$ cat config.mk
export PLATFORM = sky130hd
export DESIGN_NAME = flags_unit
export DESIGN_NICKNAME = d
export VERILOG_FILES = /design/src/rtl/cpu_pkg.sv /design/src/rtl/flags_unit_zero_detect.sv /design/src/rtl/flags_unit.sv
export SDC_FILE = /design/constraint.sdc
export NUM_CORES = 1
export LEC_CHECK = 0
export ABC_AREA = 0
export BUFFER_PORTS_ARGS = -buffer_cell sky130_fd_sc_hd__buf_2
export CORE_MARGIN = 10
export CORE_UTILIZATION = 24
export DETAILED_ROUTE_END_ITERATION = 8
export PLACE_DENSITY = 0.79
export SYNTH_ARGS = -nofsm -noshare
export SYNTH_HDL_FRONTEND = slang
export SYNTH_HIERARCHICAL = 1
export SYNTH_SLANG_ARGS = --single-unit
export TNS_END_PERCENT = 100
$ cat constraint.sdc
create_clock -name clk -period 2.77 [get_ports clk]
set_clock_uncertainty 0.05 [all_clocks]
set_input_delay 0.554 -clock clk [delete_from_list [all_inputs] [get_ports clk]]
set_output_delay 0.554 -clock clk [all_outputs]
set_load 0.01 [all_outputs]
$ cat src/rtl/cpu_pkg.sv
// cpu_pkg: shared branch/condition encodings, NZCV bit indices and condition evaluator
package cpu_pkg;

    typedef enum logic [1:0] {
        BR_NONE = 2'b00,
        BR_COND = 2'b01,
        BR_CBZ  = 2'b10,
        BR_CBNZ = 2'b11
    } br_type_e;

    typedef enum logic [3:0] {
        COND_EQ, COND_NE, COND_HS, COND_LO,
        COND_MI, COND_PL, COND_VS, COND_VC,
        COND_HI, COND_LS, COND_GE, COND_LT,
        COND_GT, COND_LE, COND_AL, COND_NV
    } cond_e;

    localparam int FLAG_N = 3;
    localparam int FLAG_Z = 2;
    localparam int FLAG_C = 1;
    localparam int FLAG_V = 0;

    // Codes come in pairs: the odd member inverts the even one, except 111x which is always true.
    function automatic logic cond_holds(input cond_e c, input logic [3:0] f);
        logic n, z, cf, v, base;
        n    = f[FLAG_N];
        z    = f[FLAG_Z];
        cf   = f[FLAG_C];
        v    = f[FLAG_V];
        base = (c[3:1] == 3'd0) ? z :
               (c[3:1] == 3'd1) ? cf :
               (c[3:1] == 3'd2) ? n :
               (c[3:1] == 3'd3) ? v :
               (c[3:1] == 3'd4) ? (cf & ~z) :
               (c[3:1] == 3'd5) ? (n == v) :
               (c[3:1] == 3'd6) ? (~z & (n == v)) : 1'b1;
        return (c[0] && c[3:1] != 3'd7) ? ~base : base;
    endfunction

endpackage

$ cat src/rtl/flags_unit_zero_detect.sv
// zero_detect: wide zero test built from 16-bit NOR slices combined by a reduction tree
module zero_detect #(
    parameter int WIDTH = 64
) (
    input  logic [WIDTH-1:0] data_i,
    output logic             zero_o
);
    localparam int CHUNKS = WIDTH / 16;

    logic [CHUNKS-1:0] chunk_zero;

    for (genvar g = 0; g < CHUNKS; g++) begin : g_chunk
        assign chunk_zero[g] = ~|data_i[16*g +: 16];
    end

    assign zero_o = &chunk_zero;
endmodule

$ cat src/rtl/flags_unit.sv
// flags_unit: NZCV flag register plus registered B.cond / CBZ / CBNZ branch decision
module flags_unit
    import cpu_pkg::*;
#(
    parameter int WIDTH = 64
) (
    input  logic             clk,
    input  logic             reset,
    input  logic [WIDTH-1:0] result,
    input  logic             carry_in,
    input  logic             ovf_in,
    input  logic             set_flags,
    input  logic [1:0]       br_type,
    input  logic [3:0]       cond,
    input  logic [WIDTH-1:0] cbz_operand,
    input  logic             stall,
    input  logic             flush,
    output logic [3:0]       flags,
    output logic             take_branch,
    output logic             br_valid
);
    logic       res_zero, cbz_zero, taken, is_branch;
    logic [3:0] nzcv, eval_nzcv;
    logic [3:0] flags_q, flags_d;
    logic       take_q, take_d, br_valid_q, br_valid_d;
    br_type_e   br;

    zero_detect #(.WIDTH(WIDTH)) u_res_zero (.data_i(result),      .zero_o(res_zero));
    zero_detect #(.WIDTH(WIDTH)) u_cbz_zero (.data_i(cbz_operand), .zero_o(cbz_zero));

    assign br = br_type_e'(br_type);

    // Branch decision uses same-cycle flags when this instruction also writes them; flush beats stall.
    always_comb begin
        nzcv       = {result[WIDTH-1], res_zero, carry_in, ovf_in};
        eval_nzcv  = (set_flags && !flush) ? nzcv : flags_q;
        is_branch  = (br != BR_NONE);
        taken      = (br == BR_COND) ? cond_holds(cond_e'(cond), eval_nzcv) :
                     (br == BR_CBZ)  ? cbz_zero :
                     (br == BR_CBNZ) ? ~cbz_zero : 1'b0;
        flags_d    = (set_flags && !stall && !flush) ? nzcv : flags_q;
        br_valid_d = flush ? 1'b0 : stall ? br_valid_q : is_branch;
        take_d     = flush ? 1'b0 : stall ? take_q : (taken & is_branch);
    end

    // State register; reset overrides stall, flush and set_flags.
    always_ff @(posedge clk) begin
        if (reset) begin
            flags_q    <= 4'b0000;
            take_q     <= 1'b0;
            br_valid_q <= 1'b0;
        end else begin
            flags_q    <= flags_d;
            take_q     <= take_d;
            br_valid_q <= br_valid_d;
        end
    end

    assign flags       = flags_q;
    assign take_branch = take_q & br_valid_q;
    assign br_valid    = br_valid_q;
endmodule

==> run_results.csv, run 1 <==
group,metric,value,unit
logic_synthesis,synth_compound_area_share,7.544,%
logic_synthesis,syn_avg_cell_area,7.924,sq um
logic_synthesis,synth_top_family_by_area,"simple AND/OR/NAND/NOR gates",
routing,vias,1289,
cells_and_area,final_nets,381,
power_and_ir_drop,power,318.4,uW
logic_synthesis,seq_area_frac_synth,16.84,%
floorplan,design.portCount,147,
logic_synthesis,synth_area,713.2,sq um
routing,wl_per_cell,18.51,um
floorplan,die_y,74.51,um
critical_path,critPathMaxFanout,3,
logic_synthesis,ys_ff_latch,6,
clocking,cts_tree,"done",
critical_path,criticalPathCategory,"input port to flip-flop",
logic_synthesis,synth_simple_gate_area_share,53.16,%
place,io_buffers,146,
logic_synthesis,muxShareOfSynthArea,14.91,%
power_and_ir_drop,p_sw,88.32,uW
power_and_ir_drop,leakagePower,0.0007662,uW
job,drv_cap,0,
clocking,numCtsBuffers,3,
clocking,clk_path_buf_depth,2,
critical_path,critPathCaptureType,"flip-flop",
min_path,hp-class,"input port to flip-flop",
routing,dr.pass1.iters,4,
place,dp_cells,266,
sta,slew_viol_final,0,
floorplan,die_area,5552,sq um
clocking,path_clk_slew,0.05,ns
sta,hold_ws,0.4514,ns
floorplan,rows,19,
global_route,antenna_found_initial,0,
critical_path,critPathBufInv,1,
clocking,postCtsSetupBuffers,0,
logic_synthesis,synthXorXnorAreaFrac,4.912,%
sta,hold_viol_final,0,
routing,drt_wl_total,4979,um
global_route,grt_pass1_vias,1394,
sta,rsz0062_at_grt,"no",
power_and_ir_drop,peakVddDrop,0.1463,mV
routing,drcViolationCount,0,
sta,worst_pin_slew,0.4520,ns
critical_path,cp.required,2.86,ns
routing,drtIter0Drc,74,
critical_path,cp-start-kind,"input port",
cells_and_area,fill_cells,296,
routing,ant_nets,0,
routing,viasPerCell,4.792,
place,dp_worst_setup_slack,0.01700,ns
run_status,status,"completed",
logic_synthesis,synth_cell_types,27,
cells_and_area,layout.cells.non_filler,269,
cells_and_area,mostFrequentLayoutCell,"buf_2",
clocking,worstSkewPairLatency,0.25,ns
cells_and_area,final_cell_mix,"146 x buf_2, 30 x nor4_1, 8 x nor2_1, 8 x nand4_1, 6 x dfxtp_1",
sta,slew_headroom,69.80,%
power_and_ir_drop,p_sw_share,27.74,%
clocking,postCtsResizedCells,0,
global_route,grt_max_degree,7,
power_and_ir_drop,p_comb_share,46.1,%
sta,setup_tns,0,ns
critical_path,cpPeakStageDelay,0.38,ns
clocking,hold_buffers,0,
cells_and_area,drive_gt1_share,66.39,%
global_route,grt-ovfl-total,0,
sta,setup_slack,0.2530,ns
power_and_ir_drop,sequentialPowerShare,28.8,%
clocking,clkSinkCount,6,
critical_path,cp_slowest_cell,"nor4_1",
power_and_ir_drop,clkPwrFrac,25.2,%
place,place.gp.congestion,0.9538,
logic_synthesis,synthCells,90,
floorplan,initial_core_util,25.42,%
logic_synthesis,ys_warn_count,6,
global_route,grt_pass1_wl,7113,um
critical_path,cp.arrival,2.61,ns
clocking,root_buffer,"clkbuf_4",
cells_and_area,diodes,0,
place,hpwlAfterDp,4693,um
clocking,htreeDepth,1,
global_route,grt.total_usage,16.48,%
floorplan,die_w,74.51,um
power_and_ir_drop,cellPowerDensity,212.6,nW/um^2
sta,min_period_over_period,90.87,%
cells_and_area,syn_to_final_growth,110.0,%
sta,fmax,397.3,MHz
power_and_ir_drop,p_int,230.1,uW
floorplan,core_area,2805,sq um
critical_path,cp_cell_sequence,"buf_2, nor4_1, nand4_1, nor4_2, mux4_2, o22ai_1, a311oi_1, xor2_1, a2111oi_1",
critical_path,crit_family,"simple AND/OR/NAND/NOR gates",
sta,period_needed,2.517,ns
sta,setup-violations-final,0,
logic_synthesis,synth_fa_ha_area_share,0,%
logic_synthesis,syn_nets,231,
Yosys cell counts:
master	count	area [sq um]
xnor2_1	1	8.760
nor2_1	8	30.03
nor2b_1	2	12.51
a2111oi_1	1	10.01
nand3b_1	1	7.510
nand4_1	8	50.05
mux2i_1	5	50.05
and2_1	1	6.260
inv_1	1	3.750
dfxtp_1	6	120.1
o21ai_0	1	5.000
nor4_2	4	50.05
buf_6	1	11.26
nor4_1	30	187.7
or2_2	1	6.260
o22ai_1	1	6.260
nand2_1	2	7.510
xor2_1	3	26.28
mux2_2	1	11.26
nand3_1	2	10.01
a221oi_1	1	8.760
nand2b_1	1	6.260
clkbuf_1	1	3.750
nor3_1	1	5.000
mux4_2	2	45.04
a21oi_1	3	15.01
a311oi_1	1	8.760
power by group through the flow:
stage / combinational (uW) / sequential (uW) / clock (uW)
5_1_grt: 162 / 92.1 / 87.3
2_1_floorplan: 35.2 / 93.7 / 0
6_report: 147 / 91.6 / 80.1
4_1_cts: 147 / 91.6 / 82.1
3_3_place_gp: 144 / 93.0 / 0
3_5_place_dp: 146 / 93.2 / 0
cell type report:
cell class	count	area (sq um)	area share (%)
tap	31	38.79	2.590
clock buffer	3	22.52	1.504
inverter	1	3.754	0.2506
timing repair buffer	147	738.2	49.29
sequential	6	120.1	8.020
multi-input combinational	81	574.3	38.35
path summary, 6_finish.rpt:
check / start / endpoint / slack (ns) / depth (start not counted)
worst min register to register: br_valid / br_valid / 0.49 / 2
worst max register to register: flags[0] / take_q / 1.10 / 5
worst max-delay path: result[48] / take_q / 0.25 / 9
worst min-delay path: flush / br_valid / 0.45 / 2
flip-flops by register name, indices dropped and copies added, names as in the netlist:
name / flops
br_valid: 1
flags: 4
take_q: 1
through the flow:
stage | area (sq um) | utilization (%)
5_1_grt | 1498 | 53.39
3_5_place_dp | 1475 | 52.59
4_1_cts | 1498 | 53.39
6_report | 1498 | 53.39
2_1_floorplan | 713.2 | -
3_3_place_gp | 1475 | 52.59
worst register-to-register path: cells and delay by family (launching register included):
kind / cells / cell delay, ns
compound gates: 3 / 0.56
xor+xnor: 1 / 0.15
flops: 1 / 0.34
mux: 1 / 0.46
per-layer routing:
layer / track usage (%) / part of all wire, %
met5: 0 / 0
met4: 4.622 / 1.3
met3: 3.059 / 3.1
met2: 32.18 / 63
met1: 17.36 / 33
cells by family after synthesis:
| logic type | count (synthesis) |
|---|---|
| AND/OR/NAND/NOR | 61 |
| AO/OA/AOI/OAI | 8 |
| multiplexers | 8 |
| flip-flops | 6 |
| XOR/XNOR | 4 |
| buffers and inverters | 3 |
Power figures use the tool's default switching activity.
==> inputs of run 2 (changes only) <==
--- a/config.mk
+++ b/config.mk
@@ -8,9 +8,10 @@
 export ABC_AREA = 0
 export BUFFER_PORTS_ARGS = -buffer_cell sky130_fd_sc_hd__buf_2
 export CORE_MARGIN = 10
-export CORE_UTILIZATION = 24
+export CORE_UTILIZATION = 25
+export CTS_BUF_LIST = sky130_fd_sc_hd__clkbuf_8
 export DETAILED_ROUTE_END_ITERATION = 8
-export PLACE_DENSITY = 0.79
+export PLACE_DENSITY = 0.81
 export SYNTH_ARGS = -nofsm -noshare
 export SYNTH_HDL_FRONTEND = slang
 export SYNTH_HIERARCHICAL = 1
==> run_results.csv, run 2 (synthesis results as in run 1) <==
group,metric,value,unit
sta,worst_pin_slew,0.4573,ns
routing,drt_wl_total,4834,um
cells_and_area,final_cell_mix,"146 x buf_2, 30 x nor4_1, 8 x nor2_1, 8 x nand4_1, 6 x dfxtp_1",
floorplan,die_area,5389,sq um
critical_path,cp-start-kind,"input port",
critical_path,cp_slowest_cell,"a2111oi_2",
critical_path,cp.required,2.84,ns
cells_and_area,layout.cells.non_filler,269,
routing,vias,1298,
cells_and_area,diodes,0,
global_route,grt-ovfl-total,0,
global_route,grt.total_usage,16.54,%
clocking,worstSkewPairLatency,0.22,ns
place,dp_cells,266,
global_route,grt_pass1_vias,1422,
critical_path,critPathBufInv,1,
sta,rsz0062_at_grt,"no",
floorplan,design.portCount,147,
sta,period_needed,2.474,ns
place,place.gp.congestion,0.8784,
global_route,antenna_found_initial,0,
critical_path,criticalPathCategory,"input port to flip-flop",
power_and_ir_drop,cellPowerDensity,238.7,nW/um^2
floorplan,core_area,2734,sq um
clocking,htreeDepth,1,
sta,setup-violations-final,0,
sta,slew_headroom,69.45,%
critical_path,cp_cell_sequence,"buf_2, nor4_1, nand4_1, nor4_4, mux4_2, o22ai_1, a311oi_1, xor2_1, a2111oi_2",
cells_and_area,final_core_util,55.97,%
clocking,clkSinkCount,6,
global_route,grt_most_used_layer,"met2",
floorplan,die_y,73.41,um
global_route,met3_usage,2.961,%
routing,dr.pass1.iters,4,
global_route,grt_pass1_wl,7155,um
critical_path,crit_family,"simple AND/OR/NAND/NOR gates",
floorplan,die_w,73.41,um
floorplan,initial_core_util,26.09,%
power_and_ir_drop,peakVddDrop,0.2046,mV
cells_and_area,mostFrequentLayoutCell,"buf_2",
routing,viasPerCell,4.825,
routing,ant_nets,0,
clocking,numCtsBuffers,3,
floorplan,rows,19,
run_status,status,"completed",
power_and_ir_drop,power,365.2,uW
global_route,grt_max_degree,7,
cells_and_area,syn_to_final_growth,114.6,%
job,drv_cap,0,
sta,min_period_over_period,89.30,%
clocking,path_clk_slew,0.03,ns
power_and_ir_drop,leakagePower,0.0007913,uW
clocking,clk_path_buf_depth,2,
critical_path,critPathCaptureType,"flip-flop",
cells_and_area,largest_reg_flops,4,
place,io_buffers,146,
min_path,hp-class,"flip-flop to flip-flop",
sta,fmax,404.3,MHz
clocking,cts_tree,"done",
critical_path,cpPeakStageDelay,0.34,ns
critical_path,cp.arrival,2.54,ns
clocking,root_buffer,"clkbuf_8",
routing,drtIter0Drc,105,
routing,wl_per_cell,17.97,um
routing,drcViolationCount,0,
sta,slew_viol_final,0,
critical_path,critPathMaxFanout,3,
global_route,met1_usage,17.10,%
sta,setup_tns,0,ns
global_route,met2_usage,33.52,%
cells_and_area,final_nets,381,
place,hpwlAfterDp,4568,um
cells_and_area,drive_gt1_share,66.81,%
sta,hold_viol_final,0,
-- run 2: cell count changes in the layout (fill, tap and decap cells not counted) --
cell / before / now
nor4_2: 4 / 3
clkbuf_4: 3 / 0
a2111oi_1: 1 / 0
clkbuf_8: 0 / 3
a2111oi_2: 0 / 1
nor4_4: 0 / 1
-- run 2: what timing repair did --
action	in CTS	in global routing
gates resized for setup	0	2
endpoints found under the setup margin	0	1
setup buffers	0	0
hold buffers	0	0
-- run 2: tightest hold or removal path, stage by stage, from the launching register on --
cell and delay [ns]:
dfxtp_1 0.31, a21oi_1 0.13, nor3_1 0.05
-- run 2: routing by layer --
metal	up-vias	share of wire [%]
met3	2	2.8
met1	597	34
li1	679	-
met2	20	63
met5	-	0
met4	0	0.39
-- run 2: report_power, final --
group,internal [uW],switching [uW]
Clock,92.9,32.9
Sequential,89.6,2.37
Combinational,92.0,55.4
Total,275,90.7
-- run 2: final cells by class --
type | count | area, sq um
fillers | 268 | 1204
repair buffers | 147 | 738.2
multi-input cells | 81 | 588.1
flip-flops and latches | 6 | 120.1
clock buffers | 3 | 41.29
well taps | 31 | 38.79
inverters | 1 | 3.754
-- run 2: path summary, 6_finish.rpt --
check        startpoint        to  slack [ns]  depth (start not counted)
min reg2reg    br_valid  br_valid        0.48                          2
min            br_valid  br_valid        0.48                          2
max          result[17]    take_q        0.30                          9
max reg2reg    flags[3]    take_q        1.10                          5
-- run 2: through the flow --
| stage | cell area (sq um) | setup WS, ns | hold WS (ns) |
|---|---|---|---|
| 2_1_floorplan | 713.2 | 0.3387 | 0.4745 |
| 3_3_place_gp | 1475 | 0.05958 | 0.4813 |
| 3_5_place_dp | 1475 | 0.02563 | 0.4790 |
| 4_1_cts | 1516 | 0.2625 | 0.4897 |
| 5_1_grt | 1530 | 0.07097 | 0.5052 |
| 6_report | 1530 | 0.2964 | 0.4823 |
==> inputs of run 3 (changes only) <==
--- a/config.mk
+++ b/config.mk
@@ -6,12 +6,12 @@
 export NUM_CORES = 1
 export LEC_CHECK = 0
 export ABC_AREA = 0
-export BUFFER_PORTS_ARGS = -buffer_cell sky130_fd_sc_hd__buf_2
-export CORE_MARGIN = 10
-export CORE_UTILIZATION = 25
-export CTS_BUF_LIST = sky130_fd_sc_hd__clkbuf_8
+export CAP_MARGIN = 20
+export CORE_AREA = 10 10 49 51
 export DETAILED_ROUTE_END_ITERATION = 8
-export PLACE_DENSITY = 0.81
+export DIE_AREA = 0 0 59 61
+export DONT_BUFFER_PORTS = 1
+export PLACE_DENSITY = 0.62
 export SYNTH_ARGS = -nofsm -noshare
 export SYNTH_HDL_FRONTEND = slang
 export SYNTH_HIERARCHICAL = 1
==> run_results.csv, run 3 (synthesis results as in run 1) <==
group,metric,value,unit
run_status,status,"completed",
cells_and_area,mostFrequentLayoutCell,"nor4_1",
cells_and_area,layout.cells.non_filler,108,
min_path,hp-class,"input port to flip-flop",
place,hpwlAfterDp,3614,um
min_path,whs_endpoint,"flags[3]",
critical_path,r2r_slack,1.00,ns
cells_and_area,final_nets,235,
clocking,hold_buffers,0,
floorplan,die_area,3599,sq um
sta,slew_viol_final,0,
sta,slew_headroom,69.61,%
sta,setup_tns,0,ns
clocking,path_clk_slew,0.05,ns
min_path,hold_path_startpoint,"reset",
clocking,postCtsResizedCells,0,
critical_path,crit_family,"simple AND/OR/NAND/NOR gates",
critical_path,critPathBufInv,0,
critical_path,reg2reg_to,"take_q",
clocking,root_buffer,"clkbuf_4",
routing,dr.pass1.iters,4,
floorplan,rows,14,
cells_and_area,syn_to_final_growth,4.912,%
global_route,antenna_found_initial,0,
cells_and_area,largest_reg_flops,4,
critical_path,critPathMaxFanout,3,
critical_path,cp_cell_sequence,"nor4_1, nand4_1, nor4_2, mux4_2, o22ai_1, a311oi_1, xor2_1, a2111oi_1",
clocking,postCtsSetupBuffers,0,
floorplan,initial_core_util,48.47,%
global_route,grt.total_usage,19.95,%
cells_and_area,drive_gt1_share,13.04,%
global_route,grt_pass1_wl,5554,um
routing,drt_wl_total,3814,um
routing,vias,863,
critical_path,critPathCaptureType,"flip-flop",
sta,hold_viol_final,0,
job,drv_cap,0,
place,io_buffers,0,
clocking,worstSkewPairLatency,0.25,ns
floorplan,core_area,1471,sq um
clocking,numCtsBuffers,3,
clocking,htreeDepth,1,
critical_path,cpPeakStageDelay,0.39,ns
power_and_ir_drop,cellPowerDensity,288.8,nW/um^2
sta,period_needed,2.423,ns
place,dp_cells,105,
floorplan,design.portCount,147,
clocking,clkSinkCount,6,
power_and_ir_drop,power,216.1,uW
critical_path,cp_slowest_cell,"nor4_2",
floorplan,die_y,61,um
critical_path,rr_worst_depth,5,
routing,drcViolationCount,0,
sta,setup-violations-final,0,
place,place.gp.congestion,0.7906,
sta,worst_pin_slew,0.4549,ns
global_route,grt-ovfl-total,0,
routing,ant_nets,0,
sta,min_period_over_period,87.48,%
critical_path,cp.required,2.86,ns
sta,fmax,412.7,MHz
critical_path,cp.arrival,2.51,ns
routing,viasPerCell,7.991,
global_route,grt_max_degree,8,
power_and_ir_drop,peakVddDrop,0.1164,mV
critical_path,path_depth,8,
routing,wl_per_cell,35.31,um
min_path,whs_path_depth,1,
global_route,grt_pass1_vias,1021,
cells_and_area,final_cell_mix,"30 x nor4_1, 8 x nor2_1, 8 x nand4_1",
power_and_ir_drop,leakagePower,0.0001827,uW
critical_path,reg2reg_from,"flags[3]",
sta,rsz0062_at_grt,"no",
clocking,cts_tree,"done",
cells_and_area,diodes,0,
critical_path,cp-start-kind,"input port",
floorplan,die_w,59,um
clocking,clk_path_buf_depth,2,
critical_path,criticalPathCategory,"input port to flip-flop",
routing,drtIter0Drc,24,
-- run 3: cell count changes in the layout (fill, tap and decap cells not counted) --
cell / previous run / this run
buf_2: 146 / 0
nor4_2: 3 / 4
a2111oi_1: 0 / 1
clkbuf_8: 3 / 0
a2111oi_2: 1 / 0
nor4_4: 1 / 0
clkbuf_4: 0 / 3
-- run 3: cell type report --
type                    instances  area (sq um)
multi-input cells              81         574.3
fillers                       153         723.2
well taps                      16         20.02
inverters                       1         3.754
clock buffers                   3         22.52
flip-flops and latches          6         120.1
repair buffers                  1         7.507
-- run 3: per-stage QoR --
step | cell area, sq um | utilization, % | setup WS (ns) | hold WS, ns
3_3_place_gp | 725.7 | 49.32 | 0.1536 | 0.5231
3_5_place_dp | 725.7 | 49.32 | 0.08414 | 0.5283
4_1_cts | 748.2 | 50.85 | 0.3394 | 0.3119
2_1_floorplan | 713.2 | - | 0.3387 | 0.4745
5_1_grt | 748.2 | 50.85 | 0.1832 | 0.3080
6_report | 748.2 | 50.85 | 0.3468 | 0.3191
-- run 3: routing by layer --
layer	wire [um]	share of wire, %	GRT usage (%)	vias to the layer above
met5	0	0	0	-
met4	53	1.4	8.525	0
met3	491	13	9.812	6
met2	1941	51	32.28	75
met1	1327	35	21.73	392
li1	-	-	-	390
-- run 3: worst max path at each step --
| stage | start | end | slack [ns] |
|---|---|---|---|
| 3_3_place_gp | result[5] | take_q | 0.15 |
| 4_1_cts | result[5] | take_q | 0.34 |
| 3_5_place_dp | result[5] | take_q | 0.08 |
| 2_1_floorplan | result[0] | take_q | 0.34 |
| 6_report | result[34] | take_q | 0.35 |
| 5_1_grt | result[34] | take_q | 0.18 |
-- run 3: power by group --
group          total [uW]  leakage [uW]  switching [uW]  internal, uW
clock                84.7     0.0000138            35.4          49.3
combinational        38.6      0.000120            15.6          23.0
sequential           92.9     0.0000487            3.73          89.1
total                 216      0.000183            54.7           161
